<file path="src/rtl/framebuffer_pkg.sv">
// Shared types, palette constants, FSM encodings and cell addressing for the
// etch-a-sketch framebuffer.
package framebuffer_pkg;

    typedef logic [1:0]  palette_index_t;
    typedef logic [15:0] rgb565_t;

    localparam palette_index_t PAL_BLACK = 2'd0;
    localparam palette_index_t PAL_WHITE = 2'd1;
    localparam palette_index_t PAL_RED   = 2'd2;
    localparam palette_index_t PAL_BLUE  = 2'd3;

    // Same encodings as the ILI9341 colour type in the display defines.
    localparam rgb565_t COLOR_BLACK = 16'h0000;
    localparam rgb565_t COLOR_WHITE = 16'hFFFF;
    localparam rgb565_t COLOR_RED   = 16'hF800;
    localparam rgb565_t COLOR_BLUE  = 16'h001F;

    typedef enum logic [1:0] {
        R_FETCH   = 2'd0,
        R_MEM     = 2'd1,
        R_PRESENT = 2'd2
    } read_state_t;

    typedef enum logic [0:0] {
        W_CLEAR = 1'b0,
        W_IDLE  = 1'b1
    } write_state_t;

    // Row-major cell index; wide enough for any 8-bit x / 9-bit y, callers
    // narrow it to their RAM address width.
    function automatic logic [15:0] cell_addr(input logic [7:0] x, input logic [8:0] y,
                                              input int unsigned shift, input logic [15:0] cols);
        logic [15:0] row_s;
        logic [15:0] col_s;
        row_s = 16'(y >> shift);
        col_s = 16'(x >> shift);
        return 16'(row_s * cols) + col_s;
    endfunction

    function automatic rgb565_t palette_lookup(input palette_index_t idx);
        rgb565_t color_s;
        case (idx)
            PAL_BLACK: color_s = COLOR_BLACK;
            PAL_WHITE: color_s = COLOR_WHITE;
            PAL_RED:   color_s = COLOR_RED;
            PAL_BLUE:  color_s = COLOR_BLUE;
            default:   color_s = COLOR_BLACK;
        endcase
        return color_s;
    endfunction

endpackage

</file>
<file path="src/rtl/block_ram_dp.sv">
// Simple dual-port RAM: one write port, one registered read port. A read and a
// write to the same address in one cycle return the old contents.
module block_ram_dp #(
    parameter int W = 2,
    parameter int L = 1200,
    localparam int AW = (L > 1) ? $clog2(L) : 1
) (
    input  logic          clk,
    input  logic          we,
    input  logic [AW-1:0] waddr,
    input  logic [W-1:0]  wdata,
    input  logic          re,
    input  logic [AW-1:0] raddr,
    output logic [W-1:0]  rdata
);

    logic [W-1:0] mem_r [L];

    // Write port.
    always_ff @(posedge clk) begin
        if (we) begin
            mem_r[waddr] <= wdata;
        end
    end

    // Registered read port; sees the array before this edge's write.
    always_ff @(posedge clk) begin
        if (re) begin
            rdata <= mem_r[raddr];
        end
    end

endmodule

</file>
<file path="src/rtl/etch_a_sketch_framebuffer.sv">
// Cell framebuffer for the etch-a-sketch: a draw/clear write side and a
// raster-order RGB565 pixel stream for the ILI9341 controller.
module etch_a_sketch_framebuffer
    import framebuffer_pkg::*;
#(
    parameter int DISPLAY_WIDTH  = 240,
    parameter int DISPLAY_HEIGHT = 320,
    parameter int CELL_SHIFT     = 3
) (
    input  logic        clk,
    input  logic        rstb,
    input  logic        ena,
    input  logic        draw_valid,
    output logic        draw_ready,
    input  logic [7:0]  draw_x,
    input  logic [8:0]  draw_y,
    input  logic [1:0]  draw_color,
    input  logic        clear_req,
    output logic        busy,
    output logic        px_valid,
    input  logic        px_ready,
    output logic [15:0] px_color,
    output logic        px_hsync,
    output logic        px_vsync
);

    localparam int COLS   = DISPLAY_WIDTH >> CELL_SHIFT;
    localparam int ROWS   = DISPLAY_HEIGHT >> CELL_SHIFT;
    localparam int CELLS  = COLS * ROWS;
    localparam int ADDR_W = $clog2(CELLS);

    localparam logic [7:0]        X_LAST    = 8'(DISPLAY_WIDTH - 1);
    localparam logic [8:0]        Y_LAST    = 9'(DISPLAY_HEIGHT - 1);
    localparam logic [ADDR_W-1:0] ADDR_LAST = ADDR_W'(CELLS - 1);
    localparam logic [15:0]       COLS_W    = 16'(COLS);

    read_state_t       read_state_r, read_state_s;
    write_state_t      write_state_r, write_state_s;
    logic [7:0]        scan_x_r, scan_x_s;
    logic [8:0]        scan_y_r, scan_y_s;
    rgb565_t           px_color_r;
    logic              px_hsync_r;
    logic              px_vsync_r;
    logic [ADDR_W-1:0] clear_addr_r, clear_addr_s;
    logic              rd_en_s;
    logic [ADDR_W-1:0] rd_addr_s;
    palette_index_t    rd_data_s;
    logic              wr_en_s;
    logic [ADDR_W-1:0] wr_addr_s;
    palette_index_t    wr_data_s;
    logic              draw_in_range_s;

    assign px_valid   = ena & (read_state_r == R_PRESENT);
    assign draw_ready = ena & (write_state_r == W_IDLE) & ~clear_req;
    assign busy       = (write_state_r == W_CLEAR);
    assign px_color   = px_color_r;
    assign px_hsync   = px_hsync_r;
    assign px_vsync   = px_vsync_r;

    assign rd_en_s         = ena & (read_state_r == R_FETCH);
    assign rd_addr_s       = ADDR_W'(cell_addr(scan_x_r, scan_y_r, CELL_SHIFT, COLS_W));
    assign draw_in_range_s = (draw_x <= X_LAST) && (draw_y <= Y_LAST);

    block_ram_dp #(
        .W (2),
        .L (CELLS)
    ) u_cell_ram (
        .clk   (clk),
        .we    (wr_en_s),
        .waddr (wr_addr_s),
        .wdata (wr_data_s),
        .re    (rd_en_s),
        .raddr (rd_addr_s),
        .rdata (rd_data_s)
    );

    // Read FSM next state and scan position; the scan advances only on an accepted pixel.
    always_comb begin
        read_state_s = read_state_r;
        scan_x_s     = scan_x_r;
        scan_y_s     = scan_y_r;
        case (read_state_r)
            R_FETCH: read_state_s = R_MEM;
            R_MEM:   read_state_s = R_PRESENT;
            R_PRESENT: begin
                if (px_ready) begin
                    read_state_s = R_FETCH;
                    if (scan_x_r == X_LAST) begin
                        scan_x_s = 8'd0;
                        if (scan_y_r == Y_LAST) begin
                            scan_y_s = 9'd0;
                        end else begin
                            scan_y_s = scan_y_r + 9'd1;
                        end
                    end else begin
                        scan_x_s = scan_x_r + 8'd1;
                    end
                end else begin
                    read_state_s = R_PRESENT;
                end
            end
            default: read_state_s = R_FETCH;
        endcase
    end

    // Read FSM registers and the presented pixel, which hold until accepted.
    always_ff @(posedge clk) begin
        if (!rstb) begin
            read_state_r <= R_FETCH;
            scan_x_r     <= 8'd0;
            scan_y_r     <= 9'd0;
            px_color_r   <= 16'h0000;
            px_hsync_r   <= 1'b0;
            px_vsync_r   <= 1'b0;
        end else if (ena) begin
            read_state_r <= read_state_s;
            scan_x_r     <= scan_x_s;
            scan_y_r     <= scan_y_s;
            if (read_state_r == R_MEM) begin
                px_color_r <= palette_lookup(rd_data_s);
                px_hsync_r <= (scan_x_r == X_LAST);
                px_vsync_r <= (scan_x_r == X_LAST) && (scan_y_r == Y_LAST);
            end
        end
    end

    // Write FSM: sweep zeros through every cell, otherwise accept draws; clear beats a draw.
    always_comb begin
        write_state_s = write_state_r;
        clear_addr_s  = clear_addr_r;
        wr_en_s       = 1'b0;
        wr_addr_s     = clear_addr_r;
        wr_data_s     = PAL_BLACK;
        case (write_state_r)
            W_CLEAR: begin
                wr_en_s = ena;
                if (clear_addr_r == ADDR_LAST) begin
                    write_state_s = W_IDLE;
                    clear_addr_s  = {ADDR_W{1'b0}};
                end else begin
                    clear_addr_s = clear_addr_r + ADDR_W'(1'b1);
                end
            end
            W_IDLE: begin
                if (clear_req) begin
                    write_state_s = W_CLEAR;
                    clear_addr_s  = {ADDR_W{1'b0}};
                end else if (draw_valid && draw_in_range_s) begin
                    wr_en_s   = ena;
                    wr_addr_s = ADDR_W'(cell_addr(draw_x, draw_y, CELL_SHIFT, COLS_W));
                    wr_data_s = draw_color;
                end else begin
                    wr_en_s = 1'b0;
                end
            end
            default: begin
                write_state_s = W_CLEAR;
                clear_addr_s  = {ADDR_W{1'b0}};
            end
        endcase
    end

    // Write FSM registers.
    always_ff @(posedge clk) begin
        if (!rstb) begin
            write_state_r <= W_CLEAR;
            clear_addr_r  <= {ADDR_W{1'b0}};
        end else if (ena) begin
            write_state_r <= write_state_s;
            clear_addr_r  <= clear_addr_s;
        end
    end

endmodule
</file>
<file path="config.mk">
export PLATFORM = sky130hd
export DESIGN_NAME = etch_a_sketch_framebuffer
export DESIGN_NICKNAME = d
export VERILOG_FILES = /design/src/rtl/framebuffer_pkg.sv /design/src/rtl/block_ram_dp.sv /design/src/rtl/etch_a_sketch_framebuffer.sv
export SDC_FILE = /design/constraint.sdc
export NUM_CORES = 2
export LEC_CHECK = 0
export ABC_AREA = 1
export BUFFER_PORTS_ARGS = -buffer_cell sky130_fd_sc_hd__clkbuf_2
export CORE_ASPECT_RATIO = 0.9
export CORE_MARGIN = 2
export CORE_UTILIZATION = 65
export CTS_BUF_LIST = sky130_fd_sc_hd__clkbuf_16
export DETAILED_ROUTE_END_ITERATION = 16
export GPL_ROUTABILITY_DRIVEN = 0
export MAX_ROUTING_LAYER = met4
export PLACE_DENSITY = 0.81
export SLEW_MARGIN = 0
export SYNTH_ARGS = -nofsm -noshare
export SYNTH_HDL_FRONTEND = slang
export SYNTH_SLANG_ARGS = --single-unit
</file>
<file path="constraint.sdc">
create_clock -name clk -period 72.9 [get_ports clk]
set_input_delay 21.87 -clock clk [delete_from_list [all_inputs] [get_ports clk]]
set_output_delay 21.87 -clock clk [all_outputs]
set_load 0.1 [all_outputs]
</file>
=== Word level (Yosys, flattened, before mapping) ===
Memory sizes are Yosys's and may differ from the RTL's. A register that Yosys moved wholly into a read port is not among the register bits.
Index checks and enable logic that the tools add are counted.

* Muxes and demuxes: 22
* Bitwise operators: 6
* Add/sub/neg operators: 5
* Order comparisons: 2
* Equality and inequality tests: 9
* Multipliers: 2
* Reductions and logical operators: 9

{| class="wikitable"
|+ Operator list
! kind !! count
|-
| $pmux 16 s4 || 1
|-
| $mux 11 || 5
|-
| $add 11x5->11 || 2
|-
| $pmux 11 s2 || 1
|-
| $mul 6x4->10 const B || 2
|-
| $add 11x1->11 const B || 1
|-
| $eq 11x11->1 const B || 1
|-
| $add 9x1->9 const B || 1
|-
| $eq 9x9->1 const B || 1
|-
| $le 9x9->1 const B || 1
|-
| $mux 9 || 1
|-
| $add 8x1->8 const B || 1
|-
| $eq 8x8->1 const B || 1
|-
| $le 8x8->1 const B || 1
|-
| $mux 2 || 4
|-
| $mux 8 || 1
|-
| $eq 2x2->1 const B || 3
|-
| $mux 1 || 6
|-
| $pmux 2 s3 || 1
|-
| $and 1x1->1 || 4
|-
| $eq 2x1->1 const B || 2
|-
| $logic_not 2->1 || 2
|-
| $pmux 1 s2 || 2
|-
| $reduce_and 2->1 || 2
|-
| other kinds (5) || 8
|}

* Memories kept: 1
* Flip-flop bits (word level): 49
* Output and inout bits: 21
* Memory bits (writable): 2400

{| class="wikitable"
|+ Memory list
! memory !! depth !! width !! rd ports !! clocked after memory_dff !! wr ports !! line !! RTL
|-
| u_cell_ram.mem_r || 1200 || 2 || 1 || 1 || 1 || block_ram_dp.sv:17 || <nowiki>logic [W-1:0] mem_r [L];</nowiki>
|}

=== Longest topological paths before layout ===
* Depth in word-level cells: 8
* Gate-level depth with buffers: 22

=== Hierarchy ===
Synthesis repeated with hierarchy kept, for this count alone.

* Cells, all modules: 9730
* Area total of the unflattened synthesis: 105652.6 sq um

{| class="wikitable"
|+ By module, submodules not included
! module !! area each (sq um) !! instances !! cells an instance !! sequential area each (sq um)
|-
| block_ram_dp || 101872.7 || 1 || 9198 || 72129.2
|-
| etch_a_sketch_framebuffer || 3779.9 || 1 || 532 || 720.7
|}

=== Worst setup path before layout ===
OpenSTA, ideal clock, no wires.

* Kind: input to register
* Start point: input port draw_y[3]
* End point: memory u_cell_ram.mem_r[0][0] (data pin)
* Arrival: 50147 ps
* Stages: 7
* Buffers on the path: 0
* Path slack: 16968 ps
* Path through: ha_1 nand3_1 o21ai_1 a21o_1 o21ai_2 nand3_2 nor2_1

* Longest elaborated chain between the ends: 6

{| class="wikitable"
|+ Ends and longest elaborated chain
! element !! line !! RTL
|-
| start: declaration || etch_a_sketch_framebuffer.sv:16 || <nowiki>input logic [8:0] draw_y,</nowiki>
|-
| $le 9x9->1 || etch_a_sketch_framebuffer.sv:62 || <nowiki>assign draw_in_range_s = (draw_x <= X_LAST) && (draw_y <= Y_LAST);</nowiki>
|-
| $logic_and 1x1->1 || etch_a_sketch_framebuffer.sv:62 ||
|-
| $logic_and 1x1->1 || etch_a_sketch_framebuffer.sv:148 || <nowiki>end else if (draw_valid && draw_in_range_s) begin</nowiki>
|-
| $mux 2 || etch_a_sketch_framebuffer.sv:148 ||
|-
| $mux 2 || etch_a_sketch_framebuffer.sv:145 || <nowiki>if (clear_req) begin</nowiki>
|-
| $mux 2 || etch_a_sketch_framebuffer.sv:134 || <nowiki>case (write_state_r)</nowiki>
|-
| net u_cell_ram.wdata[0] || block_ram_dp.sv:11 || <nowiki>input logic [W-1:0] wdata,</nowiki>
|-
| end: declaration || block_ram_dp.sv:17 ||
|}

The timed path passes the listed nets, and every way through them passes these cells.

=== Worst setup path in the final report ===
* Start point: input port ena
* End point: output port px_valid

* Longest elaborated chain between the ends: 1

{| class="wikitable"
|+ Ends and longest elaborated chain
! element !! line !! RTL
|-
| start: declaration || etch_a_sketch_framebuffer.sv:12 || <nowiki>input logic ena,</nowiki>
|-
| $and 1x1->1 || etch_a_sketch_framebuffer.sv:53 || <nowiki>assign px_valid = ena & (read_state_r == R_PRESENT);</nowiki>
|-
| end: declaration || etch_a_sketch_framebuffer.sv:20 || <nowiki>output logic px_valid,</nowiki>
|}

No other way between the ends.

==> summary.txt <==
Critical path
  • Worst Path Arrival: 22.78 ns
  • WS Path Type: in2out
  • CP max FO: 8
  • Critical Path Sink Type: output port
  • Crit start category: primary input
  • Req. time, crit path: 51.03 ns

Layout
  • Multi-input gate area: 29000 um^2
  • Fin cells: 11700
  • Final #Nets: 9541
  • Share of cells above drive strength 1: 0.0534
  • Fillers: 10500
  • Final instance area: 113000 um^2
  • Sequential Area: 72900 um^2
  • P&R area growth vs syn: 7.59%
  • Post-layout util: 0.707

STA
  • Worst-Margin Slew: 1.36 ns
  • Highest clock rate: 0.0224 GHz
  • Post-layout minimum cycle time: 44.65 ns
  • Max-slew violation count: 0
  • Final Setup Violations: 0
  • RSZ-0062 raised after global routing: no
  • TNS Setup: 0 ns
  • Skew final: 0.0419 ns
  • Hold Vio Cnt, Final: 0
  • Fin crit share: 0.613
  • Fin worst setup slack: 28.25 ns
  • Worst slew margin: 0.0891

Pwr
  • Power share of the clock group: 0.421
  • NetSw: 0.522 mW
  • Pwr dens: 23.6 nW/um^2
  • Sequential share of power: 0.568
  • Sw Ratio: 0.196
  • Worst IR Drop VDD: 0.0310 mV
  • Combinational fraction of design power: 0.011
  • LEAKAGE: 36.6 nW
  • Power Internal: 2.15 mW

Clock network
  • CTS tree: built
  • Later-pin clock latency in the skew report: 0.87 ns
  • # resized after CTS: 0
  • TritonCTS Sinks: 2438
  • Cts bufs inserted: 222
  • Hold_buf cts: 0
  • H-tree Lvls: 4
  • Clk pin slew, worst setup/hold paths: 0.06 ns
  • Root buffer cell: clkbuf_16
  • Longest Clk Path Bufs: 3
  • Post-CTS setup buffers: 0

Global route
  • Vias in the first global route: 73100
  • First-pass GRT wire length: 419000 um
  • Overall Global Routing Usage: 0.346
  • GRT overflow: 0
  • Largest net degree at the start of global routing: 253
  • Initial antenna violation count: 10

Logic synthesis
  • Yosys cell types: 49
  • Synthesized area per cell: 10.7 um^2
  • Post-synth EDFFs: 2402
  • Synth Instances: 9841
  • Synth Register Bits: 2438
  • Syn Nets: 9933
  • Synth Cell Area: 105000 um^2
  • Ys Warns: 0
  • Top_reg_cell synth: edfxtp_1
  • Asr flop ratio synth: 0
  • Seq/Total Area, Yosys: 0.693

Die
  • Core area: 160000 um^2
  • Top Ports: 46
  • Chip height: 385 um
  • Initial Util: 0.657
  • Die area: 165000 um^2
  • Die X: 428 um
  • Number of core rows: 139

Run status
  • Outcome: finished, final reports clean

Route
  • Avg WL per Cell: 23.9 um
  • Vias per cell: 6.45
  • Via count: 75800
  • Remaining antenna violation count: 0
  • DRC errors left: 0
  • 1st-pass router iterations: 7
  • Final wirelength: 280000 um
  • Initial DRC Count: 12900

Placement
  • Pre-CTS setup slack: 28.26 ns
  • Post-DP HPWL: 138000 um
  • Placed cell area: 106000 um^2
  • Number of port buffers: 42
  • Dpl cells: 11300

Job
  • Max Cap Viol: 0

Hold path
  • Hold Path Class: reg2reg
metrics by stage:
step	total power [mW]	hold WS, ns
5_1_grt	2.72	0.489
3_3_place_gp	1.57	0.457
4_1_cts	2.67	0.470
2_1_floorplan	1.57	0.454
6_report	2.67	0.468
3_5_place_dp	1.57	0.461
power by group through the flow:
stage	sequential, mW	clock (mW)	combinational [mW]
2_1_floorplan	1.55	0	0.0195
3_3_place_gp	1.55	0	0.0270
3_5_place_dp	1.55	0	0.0280
4_1_cts	1.52	1.12	0.0283
5_1_grt	1.52	1.18	0.0311
6_report	1.52	1.12	0.0285
worst max-delay path: stages:
cell and delay, ns:
clkbuf_2 0.13, inv_1 0.13, nor2_1 0.17, clkbuf_2 0.48
sequential cells by signal, indices dropped and copies added (netlist names):
| signal | count |
|---|---|
| px_color | 3 |
| write_state_r | 1 |
| scan_x_r | 8 |
| scan_y_r | 9 |
| read_state_r | 2 |
| px_vsync | 1 |
| px_hsync | 1 |
| u_cell_ram.mem_r | 2400 |
| u_cell_ram.rdata | 2 |
| clear_addr_r | 11 |
layout by cell type, fill, tap and decap left out, types with 4 or more instances in the layout:
| master | count |
|---|---|
| nand2_4 | 33 |
| inv_1 | 148 |
| clkinv_1 | 55 |
| nand3b_1 | 4 |
| xor2_1 | 9 |
| dfxtp_1 | 35 |
| clkinv_2 | 38 |
| ha_1 | 46 |
| a21oi_1 | 49 |
| xnor2_1 | 9 |
| o22ai_1 | 64 |
| nand4_1 | 24 |
| or2_2 | 5 |
| buf_4 | 94 |
| nand3_1 | 1897 |
| a221oi_1 | 4 |
| fa_1 | 19 |
| o221ai_1 | 27 |
| buf_12 | 13 |
| diode_2 | 8 |
| nand2_1 | 2600 |
| clkbuf_2 | 42 |
| bufinv_16 | 17 |
| nor2_2 | 6 |
| clkbuf_16 | 229 |
| o211ai_1 | 14 |
| inv_6 | 4 |
| nor2_1 | 1445 |
| nor3_1 | 13 |
| o21ai_0 | 228 |
| edfxtp_1 | 2402 |
| clkinvlp_4 | 5 |
cell families after synthesis:
logic type | share of synthesized area
AND/OR/NAND/NOR | 0.240
adder cells (fa/ha/maj) | 0.00941
multiplexers | 0.0000952
XOR/XNOR | 0.00189
flip-flops | 0.693
AO/OA/AOI/OAI | 0.0220
buffers and inverters | 0.0331
cell usage after synthesis, types with 4 or more instances:
master,number,share of area
o211ai_1,14,0.0010
nor2_2,4,0.00024
nor2_1,1449,0.052
or2_2,5,0.00030
nand3b_1,4,0.00029
inv_1,97,0.0035
a21oi_1,49,0.0023
buf_4,14,0.0010
clkbuf_1,506,0.018
o21ai_0,228,0.011
o22ai_1,64,0.0038
clkinv_1,4,0.00014
xnor2_1,10,0.00083
edfxtp_1,2402,0.69
nand2_2,18,0.0011
o221ai_1,27,0.0023
nand2_1,2618,0.094
fa_1,20,0.0038
buf_2,128,0.0061
a221oi_1,4,0.00033
xor2_1,9,0.00075
nand4_1,24,0.0014
dfxtp_1,36,0.0069
nand3_1,1897,0.090
nor3_1,13,0.00062
ha_1,47,0.0056
buf_1,117,0.0042
path summary, 6_finish.rpt:
kind | startpoint | endpoint | slack [ns] | cells after the start
worst min register to register | px_hsync | px_hsync | 0.47 | 2
worst max-delay path | ena | px_valid | 28.25 | 4
worst min-delay path | px_hsync | px_hsync | 0.47 | 2
worst max register to register | scan_y_r[5] | u_cell_ram.rdata[0] | 66.22 | 17
area by class of cell:
| class | count | share of cell area |
|---|---|---|
| Clock buffer | 229 | 0.0507 |
| Sequential cell | 2438 | 0.644 |
| Clock inverter | 171 | 0.0106 |
| Multi-Input combinational cell | 6534 | 0.257 |
| Inverter | 104 | 0.00372 |
| Antenna cell | 8 | 0.000177 |
| Tap cell | 2115 | 0.0234 |
| Timing Repair Buffer | 149 | 0.0104 |
per-layer routing:
metal / up-vias / GRT usage / part of all wire
met5: - / - / 0
met4: 0 / 0.183 / 0.057
met3: 1025 / 0.0676 / 0.13
met2: 5368 / 0.543 / 0.47
met1: 36100 / 0.433 / 0.34
li1: 33300 / - / -
No activity file was read; power rests on OpenSTA's default activity.
